==> src/rtl/st7735_pkg.sv <==
// Shared definitions for the ST7735 bring-up sequencer and the pixel streamer.
package st7735_pkg;

    typedef enum logic [3:0] {
        ST_IDLE,
        ST_RST_LO,
        ST_RST_HI,
        ST_LOAD,
        ST_SEND,
        ST_DRAIN,
        ST_DELAY,
        ST_FIN,
        ST_DONE
    } st7735_state_e;

    localparam logic [7:0] CMD_SWRESET = 8'h01;
    localparam logic [7:0] CMD_SLPOUT  = 8'h11;
    localparam logic [7:0] CMD_DISPON  = 8'h29;
    localparam logic [7:0] CMD_RAMWR   = 8'h2C;

    function automatic int unsigned max_u(input int unsigned a, input int unsigned b);
        return (a > b) ? a : b;
    endfunction

endpackage

==> src/rtl/st7735_init_seq.sv <==
// ST7735 bring-up: pulses the panel reset pin, streams the init ROM through the
// SPI byte transmitter, inserts the datasheet waits after SWRESET/SLPOUT/DISPON
// and then raises a sticky done so the pixel streamer can take the transmitter.
module st7735_init_seq
    import st7735_pkg::*;
#(
    parameter int unsigned N          = 22,
    parameter int unsigned N_USED     = 19,
    parameter int unsigned RST_LO_CYC = 1_000,
    parameter int unsigned RST_HI_CYC = 12_000_000,
    parameter int unsigned SWRST_CYC  = 15_000_000,
    parameter int unsigned SLPOUT_CYC = 50_000_000,
    parameter int unsigned DISPON_CYC = 10_000_000,
    localparam int unsigned IW = (N > 1) ? $clog2(N) : 1
) (
    input  logic          clk,
    input  logic          rst,
    input  logic          start,
    output logic [IW-1:0] rom_idx,
    input  logic          rom_is_data,
    input  logic [7:0]    rom_byte,
    output logic          tx_valid,
    input  logic          tx_ready,
    output logic [7:0]    tx_byte,
    output logic          tx_dc,
    input  logic          tx_busy,
    output logic          lcd_rst_n,
    output logic          busy,
    output logic          done
);

    localparam int unsigned MAX_CYC = max_u(max_u(max_u(RST_LO_CYC, RST_HI_CYC),
                                                  max_u(SWRST_CYC, SLPOUT_CYC)), DISPON_CYC);
    localparam int unsigned CW = $clog2(MAX_CYC) + 1;

    st7735_state_e state_q, state_d;
    logic [CW-1:0] cnt_q, cnt_d;
    logic [IW-1:0] idx_q, idx_d;
    logic          tx_valid_q, tx_valid_d;
    logic [7:0]    tx_byte_q, tx_byte_d;
    logic          tx_dc_q, tx_dc_d;
    logic          lcd_rst_n_q, lcd_rst_n_d;
    logic          busy_q, busy_d;
    logic          done_q, done_d;
    logic          advance;

    assign rom_idx   = idx_q;
    assign tx_valid  = tx_valid_q;
    assign tx_byte   = tx_byte_q;
    assign tx_dc     = tx_dc_q;
    assign lcd_rst_n = lcd_rst_n_q;
    assign busy      = busy_q;
    assign done      = done_q;

    // Next-state, shared delay counter, ROM walk and registered output values.
    always_comb begin
        state_d    = state_q;
        cnt_d      = cnt_q;
        idx_d      = idx_q;
        tx_valid_d = tx_valid_q;
        tx_byte_d  = tx_byte_q;
        tx_dc_d    = tx_dc_q;
        advance    = 1'b0;

        case (state_q)
            ST_IDLE, ST_DONE: begin
                if (start) begin
                    state_d = ST_RST_LO;
                    cnt_d   = CW'(RST_LO_CYC);
                    idx_d   = '0;
                end
            end
            ST_RST_LO: begin
                cnt_d = cnt_q - CW'(1);
                if (cnt_q <= CW'(1)) begin
                    state_d = ST_RST_HI;
                    cnt_d   = CW'(RST_HI_CYC);
                end
            end
            // The LOAD cycle is the last cycle of the post-reset wait, so leave one early.
            ST_RST_HI: begin
                cnt_d = cnt_q - CW'(1);
                if (cnt_q <= CW'(2)) begin
                    state_d = ST_LOAD;
                    cnt_d   = '0;
                end
            end
            ST_LOAD: begin
                tx_byte_d  = rom_byte;
                tx_dc_d    = rom_is_data;
                tx_valid_d = 1'b1;
                state_d    = ST_SEND;
            end
            ST_SEND: begin
                if (tx_ready) begin
                    tx_valid_d = 1'b0;
                    state_d    = ST_DRAIN;
                end
            end
            // tx_byte/tx_dc still hold the byte just sent; only commands trigger waits.
            ST_DRAIN: begin
                if (!tx_busy) begin
                    if (!tx_dc_q && tx_byte_q == CMD_SWRESET) begin
                        cnt_d   = CW'(SWRST_CYC);
                        state_d = ST_DELAY;
                    end else if (!tx_dc_q && tx_byte_q == CMD_SLPOUT) begin
                        cnt_d   = CW'(SLPOUT_CYC);
                        state_d = ST_DELAY;
                    end else if (!tx_dc_q && tx_byte_q == CMD_DISPON) begin
                        cnt_d   = CW'(DISPON_CYC);
                        state_d = ST_DELAY;
                    end else begin
                        advance = 1'b1;
                    end
                end
            end
            // A zero-length wait still spends this one cycle here.
            ST_DELAY: begin
                cnt_d = cnt_q - CW'(1);
                if (cnt_q <= CW'(1)) begin
                    cnt_d   = '0;
                    advance = 1'b1;
                end
            end
            ST_FIN: begin
                state_d = ST_DONE;
                idx_d   = '0;
            end
            default: state_d = ST_IDLE;
        endcase

        if (advance) begin
            if (idx_q == IW'(N_USED - 1)) begin
                state_d = ST_FIN;
            end else begin
                idx_d   = idx_q + IW'(1);
                state_d = ST_LOAD;
            end
        end

        lcd_rst_n_d = (state_d != ST_RST_LO);
        busy_d      = (state_d != ST_IDLE) && (state_d != ST_DONE);
        done_d      = (state_d == ST_DONE);
    end

    // State and output registers; rst aborts any state immediately.
    always_ff @(posedge clk) begin
        if (rst) begin
            state_q     <= ST_IDLE;
            cnt_q       <= '0;
            idx_q       <= '0;
            tx_valid_q  <= 1'b0;
            tx_byte_q   <= 8'h00;
            tx_dc_q     <= 1'b0;
            lcd_rst_n_q <= 1'b1;
            busy_q      <= 1'b0;
            done_q      <= 1'b0;
        end else begin
            state_q     <= state_d;
            cnt_q       <= cnt_d;
            idx_q       <= idx_d;
            tx_valid_q  <= tx_valid_d;
            tx_byte_q   <= tx_byte_d;
            tx_dc_q     <= tx_dc_d;
            lcd_rst_n_q <= lcd_rst_n_d;
            busy_q      <= busy_d;
            done_q      <= done_d;
        end
    end

endmodule
==> config.mk <==
export PLATFORM = sky130hd
export DESIGN_NAME = st7735_init_seq
export DESIGN_NICKNAME = d
export VERILOG_FILES = /design/src/rtl/st7735_pkg.sv /design/src/rtl/st7735_init_seq.sv
export SDC_FILE = /design/constraint.sdc
export NUM_CORES = 1
export LEC_CHECK = 0
export ABC_AREA = 1
export CAP_MARGIN = 10
export CORE_AREA = 2 2 87 89
export CTS_CLUSTER_DIAMETER = 150
export CTS_CLUSTER_SIZE = 20
export DETAILED_ROUTE_END_ITERATION = 16
export DIE_AREA = 0 0 89 91
export GPL_ROUTABILITY_DRIVEN = 0
export PLACE_DENSITY = 0.66
export SYNTH_ARGS = -nofsm -noshare
export SYNTH_HDL_FRONTEND = slang
export SYNTH_SLANG_ARGS = --single-unit
==> constraint.sdc <==
create_clock -name clk -period 1.6 [get_ports clk]
set_clock_uncertainty 0.15 [all_clocks]
set_input_delay 0.24 -clock clk [delete_from_list [all_inputs] [get_ports clk]]
set_output_delay 0.24 -clock clk [all_outputs]
set_load 0.1 [all_outputs]
==> results of run 1 <==
[power groups by stage]
stage	Clock [W]	Sequential, W	Combinational, W
after global placement	0	0.00182	0.00632
after CTS	0.000805	0.00188	0.00733
final	0.000807	0.00195	0.00880
after detailed placement	0	0.00184	0.00647
after floorplan	0	0.00209	0.00347
after global routing	0.000867	0.00199	0.00933
[synth_stat cells]
cell | instances | share of area [%]
nand4_1 | 7 | 1.4
nand3b_1 | 3 | 0.73
or2_2 | 1 | 0.20
clkbuf_1 | 6 | 0.73
o21ai_0 | 24 | 3.9
buf_2 | 2 | 0.32
clkinv_2 | 1 | 0.16
inv_2 | 4 | 0.48
nand2_1 | 111 | 13
nor3_4 | 1 | 0.52
nand2_2 | 9 | 1.8
inv_1 | 57 | 6.9
o21bai_1 | 1 | 0.24
nor3_2 | 3 | 0.97
a21oi_2 | 2 | 0.56
xor2_1 | 17 | 4.8
nand2_4 | 2 | 0.73
nand3_4 | 1 | 0.56
nor2_2 | 9 | 1.8
a22oi_1 | 1 | 0.24
dfxtp_1 | 49 | 32
a21oi_1 | 44 | 7.1
buf_6 | 1 | 0.36
o21ai_2 | 1 | 0.28
nor3_1 | 4 | 0.65
ha_1 | 5 | 2.0
o22ai_1 | 1 | 0.20
xnor2_1 | 1 | 0.28
nand3_1 | 33 | 5.3
nor2_1 | 86 | 10
nand3_2 | 4 | 1.3
[final timing paths]
kind	from	to	slack [ns]	cells after the start
worst max-delay path	cnt_q[12]	cnt_q[18]	-0.41	11
worst min-delay path	tx_byte[7]	tx_byte[7]	0.34	2
worst max register to register	cnt_q[12]	cnt_q[18]	-0.41	11
worst min register to register	tx_byte[7]	tx_byte[7]	0.34	2
[through the flow]
step           worst slack [ns]  power, W  setup TNS, ns  utilization [%]  hold slack [ns]
5_1_grt                 -0.4769   0.01219         -14.00            76.91           0.3436
2_1_floorplan           -0.2156  0.005557         -4.466                -           0.2237
3_5_place_dp            -0.3472  0.008311         -8.763            65.50           0.3316
6_report                -0.4061   0.01156         -11.52            76.91           0.3427
4_1_cts                 -0.2780   0.01002         -6.836            70.99           0.3477
3_3_place_gp            -0.3177  0.008145         -8.334            65.50           0.3229
[area by class of cell]
class / instances / area [um^2] / area share [%]
inverters: 62 / 242.7 / 4.422
flip-flops and latches: 49 / 1060 / 19.31
well taps: 99 / 123.9 / 2.257
clock inverters: 1 / 7.507 / 0.1368
repair buffers: 163 / 1577 / 28.72
clock buffers: 7 / 86.33 / 1.573
multi-input cells: 374 / 2392 / 43.58
[cell families (layout without fill, tap and decap cells)]
logic type	Yosys count	after routing	share of synthesized area, %
xor gates and xnor gates	18	18	5.081
DFF	49	49	31.61
AOI/OAI and AO/OA	74	74	12.50
adders and majority gates	5	5	2.016
and+or+nand+nor	274	277	39.84
buffers and inverters	71	233	8.951
[per-layer routing]
layer | share of wire [%] | vias up
met5 | 0 | -
met4 | 4.1 | 0
met3 | 7.0 | 56
met2 | 49 | 190
met1 | 40 | 1901
li1 | - | 1894
[sequential cells by signal (all words and copies together) (netlist names)]
signal,count
cnt_q,27
state_q,4
tx_byte,8
lcd_rst_n,1
rom_idx,5
tx_valid,1
done,1
busy,1
tx_dc,1
[tightest hold or removal path, stage by stage, from the launching register on]
cell and delay [ns]:
dfxtp_4 0.36, inv_2 0.06, a21oi_1 0.05
[layout by cell type, fill, tap and decap left out, types with 12 or more instances in the layout]
cell             netlist  routed
xor2_1                17      16
clkdlybuf4s50_1        0      13
inv_1                 57      40
o21ai_0               24      16
buf_4                  0     117
dfxtp_2                0      15
buf_12                 0      22
a21oi_1               44      28
nand2_2                9      34
nor2_2                 9      26
nor2_4                 0      13
nand3_2                4      12
nand3_1               33      22
dfxtp_1               49      18
nor2_1                86      56
inv_2                  4      19
nand2_1              111      79
dfxtp_4                0      16
a21oi_2                2      18
[what timing repair did]
item / CTS / global route
endpoints found under the setup margin: 37 / 42
pin swaps: 21 / 47
setup buffers: 7 / 14
cloned: 3 / 0
resized for setup: 66 / 107
==> metrics.txt, run 1 <==
logic gate share of total power 76.1%; via count 4,041; Critical Path AT 2.06 ns; total routed wirelength 11,870 um; crit path buf inv count 1; Seq/Total Area, Yosys 31.61%; CP peak stage delay 0.38 ns; synth unique cells 31; core region area 7137 um^2; Flop pwr share 16.9%; area delta synth->final 76.90%; # hold bufs at CTS 0; RSZ-0062 raised after global routing true; vias in the first global route 3,900; Crit path max-delay family simple AND/OR/NAND/NOR gates; critical path's most frequent cell nand2_1; cell chain of the critical path nor2_4 > nand2_1 > buf_4 > nor2_1 > nand3_2 > nand3_4 > nand3_4 > nand2_2 > nand2_1 > nand2_1 > a21oi_1; Max Fanout on Critical Path 5; FMAX 498.5 MHz; IO buf count 31; chip width 89 um; CTS buffer count 5; Top-Level Pins 32; M3 GR Usage 6.364%; CP endpoint kind flop; fin cells 755; Crit Path Class reg -> reg; final slew viol count 0; leakage power 2.568 nW; sw frac 50.43%; clk_lat worst skew 0.31 ns; number of fill cells 498; CTS HTree Levels 2; DRT Pass-1 Iters 5; peak supply drop 0.9610 mV; cell area after layout 5489 um^2; clk buf depth 2; min cycle time layout 2.006 ns; Reg clk slew, reported paths 0.10 ns; failing checks negative setup slack; critical path data required time 1.66 ns; vias per cell 5.352; Post-Syn Nets 510; die area 8099 um^2; Core Rows 31; DRC Markers 0; synth warn 0; NetSw 0.005831 W; Initial Util 43.48%; mean post-synth cell area 6.320 um^2; met1 Use GR 36.19%; most used routing layer met2; layout cells sized above 1 52.74%; Max-slew headroom 74.03%; CTS sink count 49; Slowest-stage cell, CP dfxtp_4; Total GRT Usage 28.20%; Gate Count Post-Synth 491; P per Cell Area 2106 nW/um^2; Wirelength per Cell 15.72 um; fin worst setup slack -0.4061 ns; Post-Syn Area 3103 um^2; Int Power 0.005731 W; first-pass GRT wire length 18,170 um; pin count of the biggest net entering global routing 17; Clock power frac 7.0%; CTS tree built; Root Driver clkbuf_8; synthesis-stage register bit count 49; final hold violations 0; Worst Hold Class reg -> reg; antenna viol nets, final 0; antenna violations before repair 0; Remaining Overflow, GRT 0; actual transition at the worst max-transition pin 0.3896 ns; final period utilization 125.4%; height of the die 91 um; met2 Resource Use GR 45.83%; Max-Cap Viols 0; ant diodes 0; initial DRC count 298; critical path startpoint category flop; run status finished, violations left; Final setup viols 37; Inst Count DP 725; Area after DPL 4674 um^2; fin nets 674; Final HPWL DP 7781 um
(Power assumes the default switching activity.)
==> run 2: changes to the inputs <==
- GPL_TIMING_DRIVEN: default -> 1
==> results of run 2 <==
Same layout as run 1: the final DEF is identical, and so are final timing and power.
